--- src/rtl/dmem_pkg.sv ---
// Shared types and helpers for the data-memory SRAM adapter.
// Access sizes, response FSM states, per-request context and store byte-mask generation.
package dmem_pkg;

    typedef enum logic [1:0] {
        SIZE_B = 2'd0,
        SIZE_H = 2'd1,
        SIZE_W = 2'd2,
        SIZE_X = 2'd3
    } size_e;

    typedef enum logic [1:0] {
        IDLE = 2'd0,
        LIVE = 2'd1,
        HELD = 2'd2
    } rsp_state_e;

    typedef struct packed {
        logic [1:0] off;
        size_e      size;
        logic       uns;
        logic       we;
        logic       err;
    } dmem_ctx_t;

    localparam int unsigned LANES = 4;

    function automatic logic [LANES-1:0] wmask_f(input size_e size, input logic [1:0] off);
        case (size)
            SIZE_B:  wmask_f = 4'b0001 << off;
            SIZE_H:  wmask_f = 4'b0011 << off;
            SIZE_W:  wmask_f = 4'hF;
            default: wmask_f = 4'h0;
        endcase
    endfunction

    // Store data is presented right-aligned; every lane gets a copy so the mask alone picks the bytes.
    function automatic logic [31:0] lane_rep_f(input size_e size, input logic [31:0] wdata);
        case (size)
            SIZE_B:  lane_rep_f = {4{wdata[7:0]}};
            SIZE_H:  lane_rep_f = {2{wdata[15:0]}};
            default: lane_rep_f = wdata;
        endcase
    endfunction

endpackage

--- src/rtl/dmem_load_align.sv ---
// Load result formatting: selects the addressed byte/half of an SRAM word
// and sign- or zero-extends it; word loads pass straight through.
module dmem_load_align
    import dmem_pkg::*;
(
    input  logic [31:0] word,
    input  logic [1:0]  off,
    input  size_e       size,
    input  logic        uns,
    output logic [31:0] data
);

    logic [7:0]  byte_sel;
    logic [15:0] half_sel;

    assign byte_sel = word[{off, 3'b000} +: 8];
    // Halves are always naturally aligned, so only off[1] matters here.
    assign half_sel = off[1] ? word[31:16] : word[15:0];

    always_comb begin
        data = word;
        case (size)
            SIZE_B:  data = {{24{~uns & byte_sel[7]}}, byte_sel};
            SIZE_H:  data = {{16{~uns & half_sel[15]}}, half_sel};
            default: data = word;
        endcase
    end

endmodule

--- src/rtl/dmem_sram_adapter.sv ---
// LSU valid/ready request to 1RW SRAM port adapter: byte masks, lane replication,
// access checking and an IDLE/LIVE/HELD response stage with single-entry hold.
module dmem_sram_adapter
    import dmem_pkg::*;
#(
    parameter int unsigned ADDR_WIDTH = 8,
    parameter int unsigned DATA_WIDTH = 32,
    parameter logic [31:0] BASE_ADDR  = 32'h0000_0000
) (
    input  logic                  clk,
    input  logic                  rst_n,
    input  logic                  req_valid,
    output logic                  req_ready,
    input  logic                  req_we,
    input  logic [1:0]            req_size,
    input  logic                  req_unsigned,
    input  logic [31:0]           req_addr,
    input  logic [DATA_WIDTH-1:0] req_wdata,
    output logic                  rsp_valid,
    input  logic                  rsp_ready,
    output logic [DATA_WIDTH-1:0] rsp_rdata,
    output logic                  rsp_err,
    output logic                  sram_csb0,
    output logic                  sram_web0,
    output logic [3:0]            sram_wmask0,
    output logic [ADDR_WIDTH-1:0] sram_addr0,
    output logic [DATA_WIDTH-1:0] sram_din0,
    input  logic [DATA_WIDTH-1:0] sram_dout0
);

    rsp_state_e  state_reg, state_next;
    dmem_ctx_t   ctx_reg, ctx_next;
    logic [31:0] hold_reg;

    logic [31:0] rel_addr;
    logic [1:0]  off;
    size_e       size;
    logic        in_window;
    logic        req_err;
    logic        fire;
    logic        store_en;
    logic [31:0] load_data;

    // BASE_ADDR is window-aligned, so the low bits of rel_addr equal the byte offset and
    // any address below the base wraps to a large value and fails the window test.
    assign rel_addr  = req_addr - BASE_ADDR;
    assign off       = rel_addr[1:0];
    assign size      = size_e'(req_size);
    assign in_window = (rel_addr[31:ADDR_WIDTH+2] == '0);

    assign req_err = (size == SIZE_X)
                  || ((size == SIZE_H) && off[0])
                  || ((size == SIZE_W) && (off != 2'b00))
                  || !in_window;

    assign req_ready = rst_n && ((state_reg == IDLE) || rsp_ready);
    assign fire      = req_valid && req_ready;
    assign store_en  = rst_n && req_we;

    assign sram_csb0   = !(fire && !req_err);
    assign sram_web0   = !store_en;
    assign sram_wmask0 = store_en ? wmask_f(size, off) : 4'h0;
    assign sram_addr0  = rel_addr[ADDR_WIDTH+1:2];
    assign sram_din0   = lane_rep_f(size, req_wdata);

    dmem_load_align u_align (
        .word (sram_dout0),
        .off  (ctx_reg.off),
        .size (ctx_reg.size),
        .uns  (ctx_reg.uns),
        .data (load_data)
    );

    always_comb begin
        state_next = state_reg;
        ctx_next   = ctx_reg;
        rsp_valid  = 1'b0;
        rsp_rdata  = '0;
        rsp_err    = 1'b0;

        case (state_reg)
            LIVE: begin
                rsp_valid  = 1'b1;
                rsp_err    = ctx_reg.err;
                rsp_rdata  = (ctx_reg.we || ctx_reg.err) ? 32'h0 : load_data;
                state_next = rsp_ready ? IDLE : HELD;
            end
            HELD: begin
                rsp_valid = 1'b1;
                rsp_err   = ctx_reg.err;
                rsp_rdata = hold_reg;
                if (rsp_ready) begin
                    state_next = IDLE;
                end
            end
            default: begin
                state_next = IDLE;
            end
        endcase

        // A new request always wins; the SRAM output it reads replaces the old word.
        if (fire) begin
            state_next    = LIVE;
            ctx_next.off  = off;
            ctx_next.size = size;
            ctx_next.uns  = req_unsigned;
            ctx_next.we   = req_we;
            ctx_next.err  = req_err;
        end
    end

    always_ff @(posedge clk or negedge rst_n) begin
        if (!rst_n) begin
            state_reg <= IDLE;
            ctx_reg   <= '0;
            hold_reg  <= '0;
        end else begin
            state_reg <= state_next;
            ctx_reg   <= ctx_next;
            if ((state_reg == LIVE) && !rsp_ready) begin
                hold_reg <= rsp_rdata;
            end
        end
    end

endmodule

--- config.mk ---
export PLATFORM = sky130hd
export DESIGN_NAME = dmem_sram_adapter
export DESIGN_NICKNAME = d
export VERILOG_FILES = /design/src/rtl/dmem_pkg.sv /design/src/rtl/dmem_load_align.sv /design/src/rtl/dmem_sram_adapter.sv
export SDC_FILE = /design/constraint.sdc
export NUM_CORES = 1
export LEC_CHECK = 0
export CORE_ASPECT_RATIO = 1.75
export CORE_UTILIZATION = 35
export CTS_BUF_LIST = sky130_fd_sc_hd__clkbuf_8
export CTS_CLUSTER_DIAMETER = 40
export DETAILED_ROUTE_END_ITERATION = 8
export GPL_ROUTABILITY_DRIVEN = 0
export GPL_TIMING_DRIVEN = 0
export MAX_ROUTING_LAYER = met4
export PLACE_DENSITY = 0.73
export SYNTH_ARGS = -nofsm -noshare
export SYNTH_HDL_FRONTEND = slang
export SYNTH_HIERARCHICAL = 1
export SYNTH_SLANG_ARGS = --single-unit
--- constraint.sdc ---
create_clock -name clk -period 1.6 [get_ports clk]
set_input_delay 0.24 -clock clk [delete_from_list [all_inputs] [get_ports clk]]
set_output_delay 0.24 -clock clk [all_outputs]
set_load 0.05 [all_outputs]
---- Word level (Yosys, flattened, before mapping) ----
Cells that the tools add are included.
storage, ports and cells
  bits in registers ....................... 41
  input bits .............................. 104
  output and inout port bits .............. 81
operators by class
  equality and inequality tests ........... 7
  shifts and indexed selects .............. 3
  muxes and demuxes ....................... 13
  bitwise gates (word level) .............. 3
  reductions and logical operators ........ 23
operators by type and width
  kind                                                               number
  32-bit case mux with 2 select lines                                3
  32-bit 2-to-1 mux                                                  1
  32-bit by 6-bit variable part select with 8-bit output             1
  22-bit logical NOT                                                 1
  16-bit 2-to-1 mux                                                  1
  4-bit case mux with 3 select lines                                 1
  1-bit logical AND                                                  7
  2-bit by 1-bit == test with 1-bit output, second input constant    3
  2-bit == test, second input constant                               3
  2-bit logical NOT                                                  3
  2-bit 2-to-1 mux                                                   3
  1-bit logical NOT                                                  5
  1-bit logical OR                                                   5
  4-bit 2-to-1 mux                                                   1
  2-bit case mux with 2 select lines                                 1
  1-bit by 2-bit << shifter with 4-bit output, first input constant  1
  2-bit by 2-bit << shifter with 4-bit output, first input constant  1
  3-bit inequality test, second input constant                       1
  1-bit bitwise AND                                                  2
  1-bit 2-to-1 mux                                                   2
  2-bit nonzero test                                                 1
  2-bit OR reduction                                                 1
  1-bit NOT                                                          1

---- Depth between registers and ports, before layout ----
Gate-level depths: netlist (run 1).
  depth in word-level cells ............... 8
  depth in mapped cells ................... 8

---- Cells and area by module ----
The synthesis (run 1) kept the hierarchy.
by module, submodules not included
  module             instances  cells each  area an instance (um2)
  dmem_sram_adapter  1          303         3123.0
  dmem_load_align    1          122         694.4

---- Worst setup path after synthesis (run 1) ----
No wires, ideal clock.
  kind .................................... register -> output
  start ................................... reg state_reg[0]
  end ..................................... out rsp_rdata[10]
  data arrival time ....................... 2078 ps
  path slack .............................. -718 ps
  cell stages (with the launch flop) ...... 6
  cell sequence ........................... dfrtp_1 > inv_1 > ha_1 > inv_2 > clkbuf_1 > nor2_1
between the ends
  cells in the longest elaborated chain, start to end .. 2
  elaborated cells between the ends (all ways) .. 3
  those cells by class .................... 2 x eq/ne; 1 x mux
RTL lines
  what                                                                              line                      RTL
  start: declaration                                                                dmem_sram_adapter.sv:31   rsp_state_e state_reg, state_next;
  start signal: assignment                                                          dmem_sram_adapter.sv:118  state_reg <= state_next;
  2-bit == test / 2-bit by 1-bit == test with 1-bit output (equally long branches)  dmem_sram_adapter.sv:81   case (state_reg)
  32-bit case mux with 2 select lines *                                             dmem_sram_adapter.sv:81
  end: declaration                                                                  dmem_sram_adapter.sv:21   output logic [DATA_WIDTH-1:0] rsp_rdata,
Every way passes the cells marked *; elsewhere a longest branch is shown, timed or not.

---- Worst setup path after layout (run 1) ----
  start ................................... reg ctx_reg[5] (netlist bit)
  end ..................................... out rsp_rdata[14]
between the ends
  cells in the longest elaborated chain, start to end .. 5
RTL lines
  what                                                    line                      RTL
  start: declaration                                      dmem_sram_adapter.sv:32   dmem_ctx_t ctx_reg, ctx_next;
  start signal: assignment                                dmem_sram_adapter.sv:119  ctx_reg <= ctx_next;
  32-bit by 6-bit variable part select with 8-bit output  dmem_load_align.sv:16     assign byte_sel = word[{off, 3'b000} +: 8];
  1-bit bitwise AND                                       dmem_load_align.sv:23     SIZE_B: data = {{24{~uns & byte_sel[7]}}, byte_sel};
  32-bit case mux with 2 select lines                     dmem_load_align.sv:22     case (size)
  net load_data[14]                                       dmem_sram_adapter.sv:42   logic [31:0] load_data;
  32-bit 2-to-1 mux                                       dmem_sram_adapter.sv:85   rsp_rdata = (ctx_reg.we || ctx_reg.err) ? 32'h0 : load_data;
  32-bit case mux with 2 select lines                     dmem_sram_adapter.sv:81
The timed path passes the listed nets, and every way through them passes these cells.

==> results of run 1 <==
## area by class of cell
cell class,count,area share
inverter,5,0.00317
buffer,52,0.0691
clock inverter,1,0.000500
sequential,41,0.137
multi-input combinational,326,0.421
clock buffer,6,0.0110
timing repair buffer,249,0.336
tap,130,0.0217
## routing by layer
metal / vias to the layer above / wire (um) / track usage
met5: - / 0 / -
li1: 2030 / - / -
met4: 0 / 652 / 0.115
met2: 262 / 8940 / 0.524
met1: 2138 / 5250 / 0.263
met3: 50 / 975 / 0.0358
## power groups by stage
| stage | registers [mW] | clock network, mW | logic, mW |
|---|---|---|---|
| 3_3_place_gp | 1.13 | 0 | 1.94 |
| 2_1_floorplan | 1.13 | 0 | 1.29 |
| 6_report | 1.12 | 0.712 | 2.59 |
| 3_5_place_dp | 1.14 | 0 | 1.96 |
| 5_1_grt | 1.13 | 0.762 | 2.69 |
| 4_1_cts | 1.11 | 0.719 | 2.27 |
## cell families after synthesis
| logic type | Yosys count |
|---|---|
| AND/OR/NAND/NOR | 172 |
| AO/OA/AOI/OAI | 117 |
| buffers and inverters | 58 |
| flip-flops | 41 |
| multiplexers | 34 |
| adder cells (fa/ha/maj) | 3 |
## placed cells by master (no fill, tap or decap), types with 4 or more instances in the layout
cell type and count:
mux2i_1 9, clkbuf_4 4, dfrtp_1 38, clkdlybuf4s15_2 13, o31ai_2 14, nand2_1 78
nand2_2 9, buf_12 4, buf_8 18, dlygate4sd2_1 4, o21ai_2 11, nor2b_1 4
buf_2 15, nor2_4 34, a21o_1 4, nand2_4 13, nor2b_4 4, nor2_1 5
a221o_1 8, buf_4 78, o31ai_4 18, nand2b_4 4, a22oi_2 37, nand2b_1 5
clkbuf_8 16, mux2_2 22, nor4_1 4, clkdlybuf4s50_1 94, buf_6 47
## worst reg2reg max path, cell delays in order (launching register included)
cell	delay, ns
dfrtp_2	0.43
mux2i_2	0.26
mux2_4	0.21
nor4_4	0.04
buf_4	0.15
a221o_1	0.34
a22oi_2	0.23
buf_4	0.17
o31ai_4	0.05
## synthesized netlist by cell type, types with 3 or more instances
cell type / number
buf_6: 9
dfrtp_1: 41
nor2b_1: 7
o21a_1: 3
a21o_1: 4
mux2_2: 22
a22oi_2: 30
nand2b_1: 9
nor2_1: 39
o21ai_0: 10
buf_4: 21
nor4_1: 5
inv_1: 4
o21ai_1: 3
ha_1: 3
o31ai_2: 30
a2bb2oi_1: 3
o22a_1: 3
clkbuf_8: 8
a21oi_1: 6
a22oi_1: 7
buf_2: 7
clkbuf_1: 8
mux2i_1: 11
nand2_1: 99
a221o_1: 8
## what timing repair did
item	4_1_cts	5_1_grt
gates cloned	3	1
gates resized for setup	473	96
hold buffers	3	0
pin swaps	71	70
endpoints found under the setup margin	105	112
hold endpoints to repair	41	0
buffers inserted	57	24
## per-stage QoR
stage / area [sq um] / hold WS [ns]
after floorplan: 4250 / -0.0556
after global placement: 6150 / 0.463
after detailed placement: 6180 / 0.274
after CTS: 7010 / 0.348
after global routing: 7500 / 0.249
final: 7500 / 0.238
## how the worst max path moves through the flow
stage	end	slack, ns	cells after the start
3_5_place_dp	rsp_rdata[11]	-1.56	8
4_1_cts	rsp_rdata[11]	-0.82	8
2_1_floorplan	rsp_rdata[10]	-0.27	6
3_3_place_gp	sram_wmask0[3]	-2.58	5
5_1_grt	rsp_rdata[9]	-0.87	8
6_report	rsp_rdata[14]	-0.80	8
==> metrics, run 1 <==
Synth cell types=47; Largest register FFs=32; clock transition at the registers of the reported paths=0.07 ns; crit path kind=flop to output pin; CP required=1.36 ns; Reg2Reg Capture Point=hold_reg[14]; Startpoint Class=flop; Rows=50; # Max-Cap Violations=0; Cells after Synth=425; Syn Nets=532; Sum Neg Setup Slack=-32.89 ns; Setup crit end kind=output pin; leakage=3.04 nW; Avg Inst Size Synth=8.98 sq um; Reg2Reg Setup Slack=-0.38 ns; xor/xnor share of the synthesized area=0; Synth warnings=6; final core utilization=0.705; Initial DRC Count=267; worst slew pin tran=1.01 ns; family with the most delay on the worst path=compound AO/OA/AOI/OAI gates; Net Sw Frac=0.417; Routed Antenna Nets=0; Critical Path Max Stage Delay=0.43 ns; number of global-route vias before repair=4588; wire length per cell=19.5 um; Initial Util=0.359; hold endpoint=ctx_reg[1]; Die Area=11300 sq um; Comb power frac=0.586; Clock Power Share=0.161; Routed Wire Length=15800 um; worst skew pair latency=0.31 ns; pre-CTS WS=-1.56 ns; hold_sp=req_we; ys async rst share=1.00; Core ar.=10600 sq um; multi-input combinational cell area=3160 sq um; fin worst setup slack=-0.796 ns; H-tree lvl count=2; initial antenna violation count=0; largest cells by area after synthesis=dfrtp_1 (27%), a22oi_2 (9.8%), o31ai_2 (9.8%), nand2_1 (9.7%), mux2_2 (6.5%); Final Skew=0.00511 ns; Synth Area in Compound Gates=0.306; total internal power=2.58 mW; die width=80.9 um; register area share after synthesis=0.269; Power Density=589 nW/um^2; clk sinks=41; drt first pass iters=7; Max FO, Critical Path=4; Via density=5.53; mapped cell area=3820 sq um; Fmax achieved=0.417 GHz; Filler cells=770; Die Span Y=140 um; post-synth top area share=0.269; status=complete, but fails checks; Worst VDD drop=0.381 mV; CP max stage cell=dfrtp_2; Slew HR=0.325; final hold violation count=0; pin count of the biggest net entering global routing=22; largest family of logic cells by synthesized area=compound AO/OA/AOI/OAI gates; EDFF count, synth=0; TritonCTS clock tree=done; Sequential Area=1030 sq um; CTS max path bufs=2; layout cells sized above 1=0.591; switching power of the nets=1.84 mW; DR vias=4480; Worst Path Buf+Inv=2; Synth Register Bits=41; crit path time final=2.40 ns; Total Power=4.42 mW; Critical Path Source=ctx_reg[5]; Final HPWL DP=10900 um; unrepaired setup endpoints after global routing=yes; sequential group share of total power=0.253; GRT Util Overall=0.274; mux cell area share after synthesis=0.0977; Setup Viol. Count Final=66; Primary FF master, synth=dfrtp_1; hold depth=2; Area growth syn-to-layout=96.5%; post-route insts no fill=810; Post-Synth Simple-Gate Area=0.199; Hold Crit Class=input port to flop; CTS Buf Count=5; FF-to-FF path depth=8; Post-route DRC=0; Port Buffers=174; Yosys top cell by area=dfrtp_1; Synth Area in Adders=0.00983; Final Net Count=787; Arr. time, crit path=2.16 ns; R2R Path Start=ctx_reg[5]; placed cells=730; gr ovfl total=0; # diodes=0; clk root buf=clkbuf_8; first-pass GRT wire length=22900 um; Tcrit/Tclk final=1.50; violated checks=setup timing; CP cell instances=mux2i_2, mux2_4, nor4_4, buf_4, a221o_1, a22oi_2, nor2_4, buf_6; Boundary Pins=185; Slew Viols, Final=0
Note: power is estimated with default switching activity, not from simulation.
==> inputs of run 2 (changes only) <==
GPL_ROUTABILITY_DRIVEN = 1   (was 0)
==> results of run 2 <==
Final layout, timing and power as in run 1 (identical DEF).
==> inputs of run 3 (changes only) <==
CORE_MARGIN = 1.5   (was default)
CTS_CLUSTER_DIAMETER = default   (was 40)
==> metrics, run 3 (synthesis gave the netlist of run 1 again) <==
status=complete, but fails checks; violated checks=setup timing; CP max stage cell=dfrtp_2; crit path time final=2.41 ns; Reg2Reg Capture Point=hold_reg[14]; Area growth syn-to-layout=92.8%; Net Sw Frac=0.400; Slew HR=0.278; FF-to-FF path depth=8; Largest register FFs=32; clock transition at the registers of the reported paths=0.09 ns; worst skew pair latency=0.32 ns; crit path kind=flop to output pin; Initial DRC Count=201; Startpoint Class=flop; Rows=50; Initial Util=0.359; Routed Antenna Nets=0; Clock Power Share=0.222; initial antenna violation count=0; CP required=1.36 ns; final core utilization=0.692; Hold Crit Class=input port to async pin; Fmax achieved=0.415 GHz; CP Depth=8; Final Skew=0.00665 ns; Max FO, Critical Path=8; clk root buf=clkbuf_8; wire length per cell=18.5 um; M3 GR Usage=0.0382; die width=81.9 um; Reg2Reg Setup Slack=-0.40 ns; GR Layer Usage met2=0.465; Worst Path Buf+Inv=2; Setup Viol. Count Final=67; Setup crit end kind=output pin; Arr. time, crit path=2.17 ns; CTS max path bufs=2; Power Density=632 nW/um^2; unrepaired setup endpoints after global routing=yes; Port Buffers=174; DR vias=4223; H-tree lvl count=2; family with the most delay on the worst path=compound AO/OA/AOI/OAI gates; most common cell after layout, fill and taps aside=clkdlybuf4s50_1; TritonCTS clock tree=done; clk sinks=41; gr ovfl total=0; Tcrit/Tclk final=1.51; commonest cells after routing, fill and taps aside=clkdlybuf4s50_1 (97), nand2_1 (75), buf_4 (59); Core ar.=10600 sq um; Placer Congestion=0.932; CTS Buf Count=5; switching power of the nets=1.86 mW; fin worst setup slack=-0.810 ns; number of global-route vias before repair=4379; Critical Path Max Stage Delay=0.43 ns; # Max-Cap Violations=0; Routed Wire Length=14600 um; Worst VDD drop=0.485 mV; Slew Viols, Final=0; leakage=2.94 nW; CP cell instances=mux2i_2, mux2_4, nor4_4, buf_6, a221o_1, a22oi_2, nor2_4, buf_8; Final HPWL DP=10700 um; Via density=5.37; GRT busiest layer=met2; Sum Neg Setup Slack=-31.41 ns; sequential group share of total power=0.241; final hold violation count=0; met1 usage=0.260; worst slew pin tran=1.08 ns; total internal power=2.79 mW; Die Span Y=141 um; Post-route DRC=0; Die Area=11600 sq um; drt first pass iters=4; layout cells sized above 1=0.589; GRT Util Overall=0.255; first-pass GRT wire length=21700 um; # diodes=0; Boundary Pins=185; Comb power frac=0.537; R2R Path Start=ctx_reg[5]; pin count of the biggest net entering global routing=22; Final Net Count=763
run 3: cell count changes in the layout (fill, tap and decap cells not counted), moves of 3 or more:
cell	change
buf_4	-19
buf_6	-7
nand2_4	+6
buf_8	+5
clkdlybuf4s15_2	+4
clkdlybuf4s50_1	+3
nand2_1	-3
nand2_2	-3
o31ai_4	-3
run 3: power by group through the flow:
stage	logic [mW]	registers [mW]	clock network [mW]
2_1_floorplan	1.29	1.13	0
3_3_place_gp	1.96	1.14	0
3_5_place_dp	1.98	1.14	0
4_1_cts	2.21	1.12	1.04
5_1_grt	2.63	1.13	1.09
6_report	2.50	1.12	1.03
run 3: cell type report:
type	count	area, sq um
well taps	130	163
inverters	5	21.3
clock buffers	5	68.8
repair buffers	227	2330
multi-input cells	326	3190
fillers	824	3280
flip-flops and latches	41	1030
clock inverters	3	65.1
plain buffers	50	490
run 3: worst max-delay path by stage:
stage / start / slack, ns / to
3_3_place_gp: rst_n / -2.56 / sram_wmask0[3]
3_5_place_dp: sram_dout0[15] / -1.56 / rsp_rdata[14]
2_1_floorplan: ctx_reg[5] / -0.27 / rsp_rdata[10]
5_1_grt: ctx_reg[5] / -0.85 / rsp_rdata[13]
4_1_cts: ctx_reg[5] / -0.85 / rsp_rdata[14]
6_report: ctx_reg[5] / -0.81 / rsp_rdata[14]
run 3: what timing repair did:
item / 4_1_cts / 5_1_grt
endpoints found under the hold margin: 20 / 0
setup endpoints to repair: 105 / 114
hold buffers: 2 / 0
buffers inserted: 30 / 28
cloned: 1 / 1
resized for setup: 426 / 135
pin swaps: 53 / 87
run 3: metal layers:
metal	part of all wire	routed length [um]	vias to the layer above
met4	0.040	589	0
met2	0.55	8030	200
met3	0.064	931	31
met5	0	0	-
met1	0.35	5050	2022
li1	-	-	1970
run 3: metrics by stage:
| stage | hold WS, ns | setup WS, ns | cell area, sq um | instances | total power, mW |
|---|---|---|---|---|---|
| global route | 0.420 | -0.854 | 7360 | 787 | 4.84 |
| global placement | 0.461 | -2.56 | 6150 | 729 | 3.09 |
| detailed placement | 0.260 | -1.56 | 6180 | 730 | 3.12 |
| finish | 0.348 | -0.810 | 7360 | 787 | 4.65 |
| CTS | 0.456 | -0.846 | 6720 | 771 | 4.36 |
| floorplan | -0.0556 | -0.270 | 4250 | 425 | 2.41 |
